===== src/rtl/lcd_ctrl.sv =====
// HD44780 write-only controller for the DE2 character LCD, fed by the LSU LCD MMIO strobe.
// Runs power-on init, then turns each CPU write into one RS/DATA/EN cycle followed by an execution wait.
module lcd_ctrl #(
    parameter int unsigned POR_CYC       = 750_000,
    parameter int unsigned SETUP_CYC     = 2,
    parameter int unsigned EN_CYC        = 12,
    parameter int unsigned HOLD_CYC      = 2,
    parameter int unsigned EXEC_CYC      = 2_000,
    parameter int unsigned LONG_EXEC_CYC = 82_000
) (
    input  logic        i_clk,
    input  logic        i_rst_n,
    input  logic        i_lcd_vld,
    input  logic [31:0] i_lcd_reg,
    output logic [7:0]  o_lcd_data,
    output logic        o_lcd_rs,
    output logic        o_lcd_rw,
    output logic        o_lcd_en,
    output logic        o_lcd_on,
    output logic        o_lcd_blon,
    output logic        o_busy,
    output logic        o_ovf
);

    localparam int unsigned MAX_A   = (POR_CYC > LONG_EXEC_CYC) ? POR_CYC : LONG_EXEC_CYC;
    localparam int unsigned MAX_B   = (EXEC_CYC > EN_CYC) ? EXEC_CYC : EN_CYC;
    localparam int unsigned MAX_C   = (SETUP_CYC > HOLD_CYC) ? SETUP_CYC : HOLD_CYC;
    localparam int unsigned MAX_AB  = (MAX_A > MAX_B) ? MAX_A : MAX_B;
    localparam int unsigned MAX_CYC = (MAX_AB > MAX_C) ? MAX_AB : MAX_C;
    localparam int unsigned CNT_W   = $clog2(MAX_CYC) + 1;
    localparam int unsigned INIT_N  = 4;

    localparam logic [2:0] S_POR   = 3'd0;
    localparam logic [2:0] S_IDLE  = 3'd1;
    localparam logic [2:0] S_SETUP = 3'd2;
    localparam logic [2:0] S_PULSE = 3'd3;
    localparam logic [2:0] S_HOLD  = 3'd4;
    localparam logic [2:0] S_EXEC  = 3'd5;

    logic [2:0]       state_q, state_d;
    logic [CNT_W-1:0] cnt_q, cnt_d;
    logic [2:0]       init_q, init_d;
    logic             pend_vld_q, pend_vld_d;
    logic [10:0]      pend_q, pend_d;
    logic [7:0]       data_q, data_d;
    logic             rs_q, rs_d;
    logic             en_q, en_d;
    logic             on_q, on_d;
    logic             blon_q, blon_d;
    logic             busy_q, busy_d;
    logic             ovf_q, ovf_d;

    logic             launch, launch_cpu, pop;
    logic [10:0]      launch_ent;
    logic [10:0]      strobe_ent;
    logic             long_exec;
    logic [CNT_W-1:0] exec_lim;
    logic             unused_reg_bits;

    // Entry layout: {blon, on, rs, db}
    assign strobe_ent      = {i_lcd_reg[30], i_lcd_reg[31], i_lcd_reg[8], i_lcd_reg[7:0]};
    assign unused_reg_bits = ^i_lcd_reg[29:9];

    // Clear and home need the long execution wait.
    assign long_exec = !rs_q && (data_q != 8'h00) && (data_q <= 8'h03);
    assign exec_lim  = long_exec ? CNT_W'(LONG_EXEC_CYC - 1) : CNT_W'(EXEC_CYC - 1);

    function automatic logic [7:0] init_db(input logic [1:0] idx);
        case (idx)
            2'd0:    init_db = 8'h38;
            2'd1:    init_db = 8'h0C;
            2'd2:    init_db = 8'h01;
            default: init_db = 8'h06;
        endcase
    endfunction

    always_ff @(posedge i_clk or negedge i_rst_n) begin
        if (!i_rst_n) begin
            state_q    <= S_POR;
            cnt_q      <= '0;
            init_q     <= '0;
            pend_vld_q <= 1'b0;
            pend_q     <= '0;
            data_q     <= '0;
            rs_q       <= 1'b0;
            en_q       <= 1'b0;
            on_q       <= 1'b1;
            blon_q     <= 1'b0;
            busy_q     <= 1'b1;
            ovf_q      <= 1'b0;
        end else begin
            state_q    <= state_d;
            cnt_q      <= cnt_d;
            init_q     <= init_d;
            pend_vld_q <= pend_vld_d;
            pend_q     <= pend_d;
            data_q     <= data_d;
            rs_q       <= rs_d;
            en_q       <= en_d;
            on_q       <= on_d;
            blon_q     <= blon_d;
            busy_q     <= busy_d;
            ovf_q      <= ovf_d;
        end
    end

    always_comb begin
        state_d    = state_q;
        cnt_d      = cnt_q + CNT_W'(1);
        init_d     = init_q;
        pend_vld_d = pend_vld_q;
        pend_d     = pend_q;
        data_d     = data_q;
        rs_d       = rs_q;
        on_d       = on_q;
        blon_d     = blon_q;
        ovf_d      = ovf_q;
        launch     = 1'b0;
        launch_cpu = 1'b0;
        launch_ent = '0;
        pop        = 1'b0;

        case (state_q)
            S_POR: begin
                if (cnt_q == CNT_W'(POR_CYC - 1)) begin
                    launch     = 1'b1;
                    launch_ent = {3'b000, init_db(init_q[1:0])};
                    init_d     = init_q + 3'd1;
                end
            end
            S_IDLE: begin
                cnt_d = '0;
                // A strobe that landed in the slot on the last EXEC cycle launches from here.
                if (pend_vld_q) begin
                    launch     = 1'b1;
                    launch_cpu = 1'b1;
                    launch_ent = pend_q;
                    pop        = 1'b1;
                end
            end
            S_SETUP: begin
                if (cnt_q == CNT_W'(SETUP_CYC - 1)) begin
                    state_d = S_PULSE;
                    cnt_d   = '0;
                end
            end
            S_PULSE: begin
                if (cnt_q == CNT_W'(EN_CYC - 1)) begin
                    state_d = S_HOLD;
                    cnt_d   = '0;
                end
            end
            S_HOLD: begin
                if (cnt_q == CNT_W'(HOLD_CYC - 1)) begin
                    state_d = S_EXEC;
                    cnt_d   = '0;
                end
            end
            S_EXEC: begin
                if (cnt_q == exec_lim) begin
                    if (init_q < 3'(INIT_N)) begin
                        launch     = 1'b1;
                        launch_ent = {3'b000, init_db(init_q[1:0])};
                        init_d     = init_q + 3'd1;
                    end else if (pend_vld_q) begin
                        launch     = 1'b1;
                        launch_cpu = 1'b1;
                        launch_ent = pend_q;
                        pop        = 1'b1;
                    end else begin
                        state_d = S_IDLE;
                        cnt_d   = '0;
                    end
                end
            end
            default: begin
                state_d = S_POR;
                cnt_d   = '0;
            end
        endcase

        if (pop) begin
            pend_vld_d = 1'b0;
        end

        // Strobe accept: direct launch, fill the (possibly just freed) slot, or drop.
        if (i_lcd_vld) begin
            if (state_q == S_IDLE && !pend_vld_q) begin
                launch     = 1'b1;
                launch_cpu = 1'b1;
                launch_ent = strobe_ent;
            end else if (!pend_vld_q || pop) begin
                pend_vld_d = 1'b1;
                pend_d     = strobe_ent;
            end else begin
                ovf_d = 1'b1;
            end
        end

        if (launch) begin
            state_d = S_SETUP;
            cnt_d   = '0;
            data_d  = launch_ent[7:0];
            rs_d    = launch_ent[8];
            if (launch_cpu) begin
                on_d   = launch_ent[9];
                blon_d = launch_ent[10];
            end
        end
    end

    assign en_d   = (state_d == S_PULSE);
    assign busy_d = (state_d != S_IDLE) || pend_vld_d;

    assign o_lcd_data = data_q;
    assign o_lcd_rs   = rs_q;
    assign o_lcd_rw   = 1'b0;
    assign o_lcd_en   = en_q;
    assign o_lcd_on   = on_q;
    assign o_lcd_blon = blon_q;
    assign o_busy     = busy_q;
    assign o_ovf      = ovf_q;

endmodule


===== config.mk =====
export PLATFORM = sky130hd
export DESIGN_NAME = lcd_ctrl
export DESIGN_NICKNAME = d
export VERILOG_FILES = /design/src/rtl/lcd_ctrl.sv
export SDC_FILE = /design/constraint.sdc
export NUM_CORES = 1
export LEC_CHECK = 0
export BUFFER_PORTS_ARGS = -buffer_cell sky130_fd_sc_hd__buf_4
export CAP_MARGIN = 20
export CORE_AREA = 2 2 76 78
export CTS_CLUSTER_SIZE = 24
export DETAILED_ROUTE_END_ITERATION = 7
export DIE_AREA = 0 0 78 80
export PLACE_DENSITY_LB_ADDON = 0.05
export SKIP_LAST_GASP = 1
export SYNTH_ARGS = -nofsm -noshare
export SYNTH_HDL_FRONTEND = slang
export SYNTH_SLANG_ARGS = --single-unit

===== constraint.sdc =====
create_clock -name i_clk -period 3.8 [get_ports i_clk]
set_clock_uncertainty 0.2 [all_clocks]
set_input_delay 0 -clock i_clk [delete_from_list [all_inputs] [get_ports i_clk]]
set_output_delay 0 -clock i_clk [all_outputs]
set_load 0.01 [all_outputs]

# --- Word-level counts from Yosys, hierarchy flattened ---
# Cells that the tools add are included.
word_totals:
  register_bits: 53
  latchBits: 0
  ramBits: 0
  rom_bits: 0
  wordCells: 95
  memories: 0
classes:
  add_sub_neg: 2
  n_mul: 0
  div_mod_pow: 0
  order_cmp: 2
  n_eq_ne: 16
  shifts: 0
  n_mux: 44
  n_bitwise: 2
  reduce_logical: 17
ops:
  columns: ["operator", "count"]
  rows:
  - ["$mux W21", 6]
  - ["$pmux W21 S4", 1]
  - ["$mux W11", 5]
  - ["$pmux W11 S3", 1]
  - ["$mux W3", 10]
  - ["$add A21 B1 Y21 const B", 1]
  - ["$eq A21 B1 Y1 const B", 1]
  - ["$eq A21 B17 Y1", 1]
  - ["$eq A21 B20 Y1 const B", 1]
  - ["$eq A21 B4 Y1 const B", 1]
  - ["$pmux W6 S3", 1]
  - ["$mux W17", 1]
  - ["$pmux W3 S5", 1]
  - ["$mux W1", 14]
  - ["$eq A3 B2 Y1 const B", 3]
  - ["$le A8 B2 Y1 const B", 1]
  - ["$reduce_bool A8 Y1", 1]
  - ["$eq A3 B3 Y1 const B", 2]
  - ["$mux W6", 1]
  - ["$ne A2 B2 Y1 const B", 3]
  - ["$pmux W3 S2", 1]
  - ["$reduce_and A3 Y1", 2]
  - ["$reduce_and A4 Y1", 1]
  - ["$reduce_or A2 Y1", 2]
  - ["16 further kinds", 21]

# --- Logic depth before layout (Yosys ltp) ---
# Gate-level depths: netlist (run 1).
depth:
  ltp_word: 12
  ltp_mapped: 9
  depth_no_buf: 7

# --- Least setup slack after synthesis (run 1) ---
# No wires, ideal clock.
synth_timing:
  path_type: "flip-flop to flip-flop"
  startpoint: "register cnt_q[0]"
  endpoint: "register data_q[6], in the netlist o_lcd_data[6]"
  arrival_time_ps: 2534
  path_slack_ps: 940
  path_stages_with_launch: 10
  path_buffers: 2
  synth_period_minus_slack_ps: 2860
  cell_sequence: "dfrtp_1 > ha_1 > nand3_4 > or4_1 > or4_1 > buf_2 > and2_1 > and2_1 > buf_6 > a221o_1"
synth_via:
  elab_chain_cells: 5
synth_lines:
  columns: ["element", "line_no", "text"]
  rows:
  - ["from (decl)", "41", "logic [CNT_W-1:0] cnt_q, cnt_d;"]
  - ["from (signal assigned)", "93", "cnt_q <= cnt_d;"]
  - ["$eq A21 B17 Y1 / $eq A21 B20 Y1 (equally long branches)", "160, 125", null]
  - ["$mux W11 (tied with other cells)", "160", "if (cnt_q == exec_lim) begin"]
  - ["$pmux W11 S3 / $pmux W1 S3 (equally long branches)", "123", "case (state_q)"]
  - ["$mux W11 / $mux W1 (equally long branches)", "188", "if (state_q == S_IDLE && !pend_vld_q) begin"]
  - ["$mux W11 / $mux W1 (equally long branches)", "187", "if (i_lcd_vld) begin"]
  - ["to (signal assigned)", "97", "data_q <= data_d;"]
  - ["to (decl)", "45", "logic [7:0] data_q, data_d;"]
# Parallel ways exist; a longest one is shown, timed or not.
# A chain may end at the register's enable or synchronous reset.

# --- Final worst setup path (run 1) ---
layout_timing:
  startpoint: "register cnt_q[0]"
  endpoint: "register rs_q, in the netlist o_lcd_rs"
layout_via:
  elab_chain_cells: 5
layout_lines:
  columns: ["element", "line_no", "text"]
  rows:
  - ["$eq A21 B17 Y1 / $eq A21 B20 Y1 (equally long branches)", "160, 125", null]
  - ["$mux W11 (tied with other cells)", "160", null]
  - ["$pmux W11 S3 / $pmux W1 S3 (equally long branches)", "123", null]
  - ["$mux W11 / $mux W1 (equally long branches)", "188", null]
  - ["$mux W11 / $mux W1 (equally long branches)", "187", null]
  - ["to (signal assigned)", "98", "rs_q <= rs_d;"]
  - ["to (decl)", "46", "logic rs_q, rs_d;"]
# Parallel ways exist; a longest one is shown, timed or not.

==> key figures, run 1 <==
Outcome
  – Status: finished, final reports clean

Global routing
  – Total gr overflow: 0
  – Global-route wire length before repair: 11.0 mm
  – Largest net degree at the start of global routing: 54
  – Gr usage total: 0.222
  – Vias in the first global route: 2,296
  – Initial antenna violation count: 0

Critical path
  – Critical path, cell by cell: ha_1 -> nand3_4 -> or4_1 -> or4_1 -> and2_1 -> and2_1 -> a221o_1
  – Cell family with most CP delay: simple AND/OR/NAND/NOR gates
  – Reg2reg path depth: 7
  – CP Class: flop to flop
  – Crit path buffers/inverters: 0
  – Slowest cell on the critical path: or4_1
  – Worst-path fanout max: 10
  – Startpoint types: flop
  – Cell count along the critical path: 7
  – Worst Setup End Kind: flop
  – Worst endpoint required time: 3780 ps
  – Worst EP arrival: 3160 ps
  – CP max stage delay: 560 ps

Floorplan
  – Initial Util: 0.542
  – Area of the die: 6240 sq um
  – Ports: 50
  – Die Span X: 78 um
  – Die Ht: 80 um
  – Cell Rows: 27
  – CORE AREA: 5410 sq um

Routing
  – DR iter-0 viols: 106
  – Via density: 5.84
  – Final WL: 6.38 mm
  – Via count: 2,340
  – Drt drc: 0
  – Antenna Violating Nets Remaining: 0
  – Pre-Repair DR Iteration Count: 4
  – Avg WL per Cell: 15.9 um

Clocking
  – Clk Latency, worst-skew pair: 300 ps
  – Clock buffer depth: 2
  – Number of setup buffers added after CTS: 0
  – CTS tree: yes
  – Root Buffer: clkbuf_8
  – CTS H-tree lvls: 2
  – Total CTS buffers: 5
  – CTS Sinks: 53
  – Worst-path clk slew: 100 ps

Synthesis
  – Synth cell types: 58
  – Top-count cell post-synth: dfrtp_1
  – Synth area leaders: dfrtp_1, mux2_2, a221o_1, xnor2_1, nor3_1
  – Cell taking the most area after synthesis: dfrtp_1
  – Post-Syn Nets: 337
  – EDFF count, synth: 0
  – Syn. warnings: 0
  – Post-synth ARST share: 1.00
  – Yosys top cell area share: 0.436
  – Avg Cell Area, Syn: 9.93 sq um
  – Post-synth top cells: dfrtp_1, nand2_1, nor2_1
  – Seq cells post-synth: 53
  – Cell Area, Synth: 2930 sq um
  – Synth Instances: 295
  – Post-synthesis sequential area ratio: 0.453
  – Most common flop cell mapped by yosys: dfrtp_1

Timing
  – Fmax: 315 MHz
  – Fin crit period: 3180 ps
  – Setup TNS Final: 0 ps
  – Setup violations, final: 0
  – Crit share post-route: 0.836
  – Final hold violation count: 0
  – Slew margin rel.: 0.458
  – Pins over their slew limit: 0
  – Slew @ Worst Pin: 802 ps
  – RSZ-0062 raised after global routing: no

Power and ir drop
  – Clock network power share: 0.320
  – Peak supply drop: 0.209 mV
  – Sequential power share: 0.621
  – Int Pwr: 745 uW
  – P_leak: 1.41 nW
  – Logic pwr share: 0.059
  – Switching Share: 0.218
  – Power per cell area: 283 nW/um^2
  – Switch Pwr: 207 uW

Layout
  – Synth-to-layout area growth: 15.0%
  – Post-Layout Cell Count: 401
  – Final #Nets: 370
  – Fillers: 488
  – Share of cells above drive strength 1: 0.158
  – Antenna Diode Count: 0

Flow run
  – Max cap viols: 0

Placed design
  – Placer Congestion: 0.846
  – Number of port buffers: 27
  – DP HPWL: 4.43 mm
  – Placed Cells: 380

Min path
  – Hold Path Class: input port to asynchronous set/reset pin
registers in the layout, indices dropped and copies added, names as in the netlist, 3 cells and up:
name	count
init_q	3
o_lcd_data	8
pend_q	11
state_q	3
cnt_q	21
timing repair:
| action | CTS | global route |
|---|---|---|
| endpoints found under the hold margin | 78 | 0 |
| hold buffers | 13 | 0 |
| gates resized for setup | 0 | 0 |
path summary, 6_finish.rpt:
check | endpoint | start | slack [ps]
hold reg to reg | o_ovf | o_ovf | 290
setup reg to reg | o_lcd_rs | cnt_q[0] | 620
max in group asynchronous | cnt_q[20] | i_rst_n | 2880
min in group i_clk | pend_q[9] | i_lcd_reg[31] | 280
setup / recovery | o_lcd_rs | cnt_q[0] | 620
hold / removal | o_lcd_data[2] | i_rst_n | 50
metrics by stage:
step / hold WS, ps / power (mW) / util / instance area, sq um / setup WS [ps]
floorplan: -496 / 0.621 / - / 2930 / 940
global placement: -127 / 0.647 / 0.584 / 3160 / 655
detailed placement: -120 / 0.649 / 0.584 / 3160 / 637
CTS: 99.2 / 0.965 / 0.623 / 3370 / 625
global route: 169 / 0.995 / 0.623 / 3370 / 482
finish: 54.7 / 0.952 / 0.623 / 3370 / 622
power groups by stage:
stage | clock (mW) | sequential [mW] | combinational, mW
floorplan | 0 | 0.599 | 0.0215
global placement | 0 | 0.601 | 0.0458
detailed placement | 0 | 0.602 | 0.0470
CTS | 0.317 | 0.591 | 0.0577
global route | 0.337 | 0.594 | 0.0638
finish | 0.305 | 0.591 | 0.0564
cells in the final DEF (no fill, tap or decap), drive strengths merged, types with 4 or more instances in the layout:
master / instances
nand4: 7
mux2: 11
xnor2: 11
inv: 10
xor2: 10
or4: 5
dlygate4sd3: 13
dfrtp: 51
and3: 4
clkbuf: 8
a221o: 11
nor3: 18
ha: 7
nor4: 13
buf: 29
o21ai: 8
nand2: 25
a22oi: 6
nand3: 15
nor2: 23
final cells by class:
type                       count  area, sq um  area share
inverter                      10         37.5      0.0111
tap                           72         90.1      0.0267
clock buffer                   8         80.1      0.0238
timing repair buffer          42          348       0.103
sequential                    53         1330       0.394
multi-input combinational    216         1490       0.441
metal layers:
metal,GRT usage,up-vias,share of wire
met5,0,-,0
met1,0.301,1125,0.46
met4,0.0456,0,0.015
li1,-,1154,-
met2,0.379,49,0.49
met3,0.0362,12,0.037
cells by family (layout without fill, tap and decap cells):
family | after synthesis | after routing | share of synthesized area
compound gates | 50 | 50 | 0.133
xor+xnor | 21 | 21 | 0.0628
fa+ha+maj | 8 | 8 | 0.0333
buf+inv | 26 | 60 | 0.0397
flops | 53 | 53 | 0.453
mux | 13 | 13 | 0.0491
other cells | 1 | 1 | 0.00128
simple gates | 123 | 123 | 0.228
Power figures use the tool's default switching activity.
==> inputs of run 2 (changes only) <==
--- a/config.mk
+++ b/config.mk
@@ -7,10 +7,10 @@
 export LEC_CHECK = 0
 export BUFFER_PORTS_ARGS = -buffer_cell sky130_fd_sc_hd__buf_4
 export CAP_MARGIN = 20
-export CORE_AREA = 2 2 76 78
+export CORE_AREA = 2 2 79 81
 export CTS_CLUSTER_SIZE = 24
 export DETAILED_ROUTE_END_ITERATION = 7
-export DIE_AREA = 0 0 78 80
+export DIE_AREA = 0 0 81 83
 export PLACE_DENSITY_LB_ADDON = 0.05
 export SKIP_LAST_GASP = 1
 export SYNTH_ARGS = -nofsm -noshare
==> constraint.sdc (replaced) <==
create_clock -name i_clk -period 2.69 [get_ports i_clk]
set_clock_uncertainty 0.2 [all_clocks]
set_input_delay 0 -clock i_clk [delete_from_list [all_inputs] [get_ports i_clk]]
set_output_delay 0 -clock i_clk [all_outputs]
set_load 0.01 [all_outputs]
==> run 2 against run 1 <==
Compared with the run above: the flow now finishes with violations (negative setup slack); global-route usage about the same; via count up 9.8%; worst hold slack better by 11 ps; first-iteration DRC count up 62%; routed wire length up 9.9%; final area up 13%.
==> key figures, run 2 (synthesis gave the netlist of run 1 again) <==
Routing
  – Met2 WL post-DR: 3.50 mm (+12%)
  – Via density: 5.73 (-1.7%)
  – Pre-Repair DR Iteration Count: 4 (unchanged)
  – DR iter-0 viols: 172 (+62%)
  – Met3 WL: 234 um (-1.3%)
  – Antenna Violating Nets Remaining: 0 (unchanged)
  – Wl on met1: 3.21 mm (+10%)
  – Final WL: 7.01 mm (+9.9%)
  – Avg WL per Cell: 15.6 um (-1.6%)
  – Via count: 2,569 (+9.8%)
  – Top Layer Used: met4
  – Drt drc: 0 (unchanged)

Timing
  – Fmax: 361 MHz (+15%)
  – Slew @ Worst Pin: 671 ps (-131 ps)
  – Pins over their slew limit: 0 (unchanged)
  – Hold Slack: 65.8 ps (+11.1 ps)
  – Crit path setup slack, layout: -76.4 ps (-698 ps)
  – Fin crit period: 2770 ps (-412 ps)
  – Final hold violation count: 0 (unchanged)
  – RSZ-0062 raised after global routing: yes
  – Slew margin rel.: 0.552 (+0.0944)
  – Crit share post-route: 1.03 (+0.192)
  – Setup violations, final: 34 (+34)

Critical path
  – Worst-path fanout max: 11 (+1)
  – CP max stage delay: 570 ps (about the same)
  – Critical path, cell by cell: or4_4 -> nor4_4 -> nand2_2 -> or4b_4 -> a21boi_4 -> buf_12 -> mux2_2
  – Cell family with most CP delay: simple AND/OR/NAND/NOR gates
  – Crit path from: cnt_q[12]
  – Crit path buffers/inverters: 1 (+1)
  – Worst endpoint required time: 2690 ps (-1090 ps)
  – Startpoint types: flop
  – Worst Setup End Kind: flop
  – Slowest cell on the critical path: or4_4
  – Worst EP arrival: 2770 ps (-390 ps)
  – CP Class: flop to flop
  – RR Startpoint: cnt_q[12]

Layout
  – Final core utilization: 0.656 (+0.0322)
  – Final instance area: 3810 sq um (+13%)
  – Antenna Diode Count: 0 (unchanged)
  – Commonest non-fill, non-tap cell in the layout: buf_4
  – Most frequent cells in the layout: buf_4, dfrtp_1, nand2_1, nor2_1, nor3_1
  – Fillers: 485 (-0.61%)
  – Max FFs per register: 21 (unchanged)
  – Share of cells above drive strength 1: 0.284 (+0.126)
  – Biggest register: cnt_q
  – Final #Nets: 414 (+12%)
  – Synth-to-layout area growth: 30.1%

Clocking
  – CTS H-tree lvls: 2 (unchanged)
  – Clk Latency, worst-skew pair: 310 ps (about the same)
  – Root Buffer: clkbuf_8
  – CTS Sinks: 53 (unchanged)
  – CTS tree: yes
  – Clock buffer depth: 2 (unchanged)
  – Total CTS buffers: 5 (unchanged)
  – Worst-path clk slew: 90 ps (about the same)

Power and ir drop
  – Peak supply drop: 0.270 mV (+29%)
  – P_leak: 1.68 nW (+18%)
  – Overall power: 1.36 mW (+43%)
  – Power per cell area: 356 nW/um^2 (+26%)

Outcome
  – Failing checks: negative setup slack
  – Status: finished with violations

Floorplan
  – Area of the die: 6720 sq um (+7.7%)
  – Ports: 50 (unchanged)
  – Initial Util: 0.504 (-0.0383)
  – CORE AREA: 5820 sq um (+7.6%)
  – Cell Rows: 28 (+3.7%)
  – Die Ht: 83 um (+3.8%)
  – Die Span X: 81 um (+3.8%)

Global routing
  – Gr usage total: 0.222 (about the same)
  – Initial antenna violation count: 0 (unchanged)
  – Largest net degree at the start of global routing: 54 (unchanged)
  – Total gr overflow: 0 (unchanged)
  – Global-route wire length before repair: 11.8 mm (+6.6%)
  – Vias in the first global route: 2,474 (+7.8%)

Flow run
  – Max cap viols: 0 (unchanged)

Placed design
  – DP HPWL: 5.05 mm (+14%)
  – Placer Congestion: 0.851 (+0.54%)
  – Number of port buffers: 27 (unchanged)
  – Post-Place Cell Area: 3540 sq um (+12%)
  – Worst slack at placement: -81.9 ps (-719 ps)

Min path
  – Hold Path Class: input port to asynchronous set/reset pin
## run 2: cell count changes in the layout (fill, tap and decap cells not counted), sizes merged
cell and delta:
clkbuf -2, clkinv +2, and2 +1, buf +43
## run 2: where the power goes
part,leakage (nW),switching (mW),internal [mW]
registers,0.655,0.0173,0.818
clock network,0.0450,0.254,0.181
logic,0.976,0.0331,0.0538
## run 2: stage by stage
stage	TNS, ps	instances
CTS	-689	448
finish	-1040	448
floorplan	-1400	295
detailed placement	-1280	423
global route	-3800	448
global placement	-838	423
## run 2: timing repair
action | 4_1_cts | 5_1_grt
pin swaps | 12 | 3
endpoints found under the hold margin | 78 | 0
gates cloned | 1 | 0
setup endpoints to repair | 35 | 40
resized for setup | 2 | 5
hold buffers | 13 | 0
buffers inserted | 3 | 0
## run 2: worst paths after layout
| kind | endpoint | slack [ps] | cells past startpoint |
|---|---|---|---|
| max in group asynchronous | cnt_q[8] | 1780 | 2 |
| min | pend_q[5] | 70 | 2 |
| min reg2reg | o_ovf | 300 | 1 |
| max | pend_q[9] | -80 | 7 |
| max reg2reg | pend_q[9] | -80 | 7 |
| min in group i_clk | pend_q[5] | 110 | 4 |
## run 2: layer usage
layer / track usage / vias to the layer above
li1: - / 1245
met5: 0 / -
met4: 0.0401 / 0
met2: 0.376 / 45
met3: 0.0435 / 8
met1: 0.297 / 1271
## run 2: cell type report
cell class,count,area [sq um],share of cell area
inverter,10,37.5,0.00985
clock inverter,2,10.0,0.00263
sequential,53,1330,0.349
clock buffer,6,72.6,0.0190
multi-input combinational,217,1560,0.410
tap,75,93.8,0.0246
timing repair buffer,85,708,0.186
## run 2: worst register-to-register path, cell delays in order (launching register included)
cell and delay [ps]:
dfrtp_1 380, or4_4 570, nor4_4 180, nand2_2 90, or4b_4 560, a21boi_4 170, buf_12 160, mux2_2 340
==> inputs of run 3 (changes only) <==
--- a/config.mk
+++ b/config.mk
@@ -11,7 +11,7 @@
 export CTS_CLUSTER_SIZE = 24
 export DETAILED_ROUTE_END_ITERATION = 7
 export DIE_AREA = 0 0 81 83
-export PLACE_DENSITY_LB_ADDON = 0.05
+export PLACE_DENSITY_LB_ADDON = 0.25
 export SKIP_LAST_GASP = 1
 export SYNTH_ARGS = -nofsm -noshare
 export SYNTH_HDL_FRONTEND = slang
==> run 3 against run 2 <==
Compared with the run above: the run still ends with negative setup slack left; routed wire length up 4.2%; fmax down 2.4%; utilization up 2.9 points; combinational power up 0.6%; sequential cell count unchanged; final area up 4.4%; die area unchanged; via count down 0.97%; non-clock buffer count up 7; critical path depth unchanged; clock-buffer cell count unchanged.
==> key figures, run 3 (synthesis gave the netlist of run 1 again) <==
Routing
  – Via count: 2,544 (-0.97%)
  – Met3 WL: 329 um (+41%)
  – Antenna Violating Nets Remaining: 0 (unchanged)
  – Final WL: 7.31 mm (+4.2%)
  – Pre-Repair DR Iteration Count: 5 (+1)
  – DR iter-0 viols: 139 (-19%)
  – Met2 WL post-DR: 3.67 mm (+4.7%)
  – Top Layer Used: met4
  – Avg WL per Cell: 16.1 um (+2.6%)
  – Drt drc: 0 (unchanged)
  – Wl on met1: 3.15 mm (-1.8%)
  – Via density: 5.59 (-2.5%)

Layout
  – Max FFs per register: 21 (unchanged)
  – Share of cells above drive strength 1: 0.318 (+0.0342)
  – Commonest non-fill, non-tap cell in the layout: buf_4
  – Synth-to-layout area growth: 35.8%
  – Final core utilization: 0.684 (+0.0288)
  – Final instance area: 3980 sq um (+4.4%)
  – Biggest register: cnt_q
  – Most frequent cells in the layout: buf_4, dfrtp_1, nand2_1, nor2_1, nor3_1
  – Final #Nets: 421 (+1.7%)
  – Antenna Diode Count: 0 (unchanged)

Floorplan
  – Die Ht: 83 um (unchanged)
  – Ports: 50 (unchanged)
  – Area of the die: 6720 sq um (unchanged)
  – Cell Rows: 28 (unchanged)
  – Die Span X: 81 um (unchanged)
  – CORE AREA: 5820 sq um (unchanged)
  – Initial Util: 0.504 (unchanged)

Critical path
  – Worst endpoint required time: 2730 ps (+40 ps)
  – Startpoint types: flop
  – Slowest cell on the critical path: or4_4
  – Worst-path fanout max: 3 (-8)
  – Critical path, cell by cell: or4_4 -> nor4_4 -> buf_4 -> nand2_4 -> or4b_4 -> a31o_1 -> or4_1
  – CP Class: flop to flop
  – Worst EP arrival: 2870 ps (+100 ps)
  – CP max stage delay: 560 ps (about the same)
  – Worst Setup End Kind: flop

Min path
  – Hold Path Class: input port to asynchronous set/reset pin

Timing
  – Setup violations, final: 17 (-50%)
  – Crit path setup slack, layout: -145 ps (-68.4 ps)
  – Setup TNS Final: -1630 ps (-585 ps)
  – Slew @ Worst Pin: 674 ps (+2.38 ps)
  – RSZ-0062 raised after global routing: yes
  – Final hold violation count: 0 (unchanged)
  – Fmax: 353 MHz (-2.4%)
  – Crit share post-route: 1.05 (+0.0254)
  – Pins over their slew limit: 0 (unchanged)
  – Fin crit period: 2830 ps (+68.4 ps)
  – Slew margin rel.: 0.551 (-0.00159)
  – Hold Slack: 54.0 ps (-11.8 ps)

Placed design
  – DP HPWL: 5.04 mm (-0.19%)
  – Post-Place Cell Area: 3540 sq um (unchanged)
  – Number of port buffers: 27 (unchanged)
  – Placer Congestion: 0.866 (+1.7%)

Outcome
  – Status: finished with violations
  – Failing checks: negative setup slack

Global routing
  – Largest net degree at the start of global routing: 54 (unchanged)
  – Initial antenna violation count: 0 (unchanged)
  – Total gr overflow: 0 (unchanged)
  – Global-route wire length before repair: 11.8 mm (+0.24%)
  – Vias in the first global route: 2,572 (+4.0%)
  – Gr usage total: 0.222 (-0.000851)

Clocking
  – CTS tree: yes
  – Root Buffer: clkbuf_8
  – Clk Latency, worst-skew pair: 310 ps (about the same)
  – Clock buffer depth: 2 (unchanged)
  – Worst-path clk slew: 100 ps (about the same)
  – CTS Sinks: 53 (unchanged)
  – Total CTS buffers: 5 (unchanged)
  – CTS H-tree lvls: 2 (unchanged)

Power and ir drop
  – P_leak: 1.74 nW (+4.0%)
  – Power per cell area: 374 nW/um^2 (+5.1%)
  – Peak supply drop: 0.240 mV (-11%)

Flow run
  – Max cap viols: 0 (unchanged)
## run 3: changes by cell type in the layout (fill, tap and decap cells not counted), moves of 2 or more
cell      before  now
buf_4         69   74
clkinv_2       2    0
or4_1          3    1
or4_4          2    4
## run 3: worst max-delay path, delay by kind of cell, from the launching register on
| family | cells | cell delay, ps |
|---|---|---|
| buf+inv | 1 | 160 |
| compound gates | 1 | 240 |
| simple gates | 5 | 1780 |
| flops | 1 | 380 |
## run 3: where the power goes
group	leakage [nW]	internal (mW)	total, mW	switching, mW
clock	0.0574	0.303	0.566	0.264
combinational	1.03	0.0538	0.0874	0.0336
sequential	0.655	0.819	0.836	0.0175
## run 3: area by class of cell
type / instances / area, sq um
clock buffers: 6 / 82.6
clock inverters: 2 / 37.5
fillers: 456 / 1840
inverters: 10 / 37.5
multi-input cells: 217 / 1620
flip-flops and latches: 53 / 1330
well taps: 75 / 93.8
repair buffers: 92 / 782
## run 3: timing repair
item	in CTS	in global routing
hold endpoints to repair	78	0
setup endpoints to repair	21	36
pin swaps	3	14
buffers inserted	9	4
gates cloned	0	2
hold buffers	13	0
gates resized for setup	4	14
## run 3: path summary, 6_finish.rpt
check,start,endpoint,slack (ps),cells past startpoint
min in group i_clk,i_lcd_reg[30],pend_q[10],260,3
max in group asynchronous,i_rst_n,cnt_q[12],1770,2
setup reg to reg,cnt_q[12],o_busy,-140,7
hold reg to reg,o_ovf,o_ovf,280,1
setup / recovery,cnt_q[12],o_busy,-140,7
hold / removal,i_rst_n,pend_q[2],50,2
## run 3: through the flow
step           worst slack, ps  instances  power [mW]
3_5_place_dp             -90.1        423       0.925
3_3_place_gp             -48.7        423       0.921
5_1_grt                   -232        455        1.54
6_report                  -145        455        1.49
2_1_floorplan            -80.3        295       0.882
4_1_cts                  -58.8        453        1.50
## run 3: per-layer routing
layer  up-vias  global-route usage
met4         0              0.0786
met5         -                   0
li1       1250                   -
met2        71               0.384
met1      1209               0.275
met3        14              0.0337
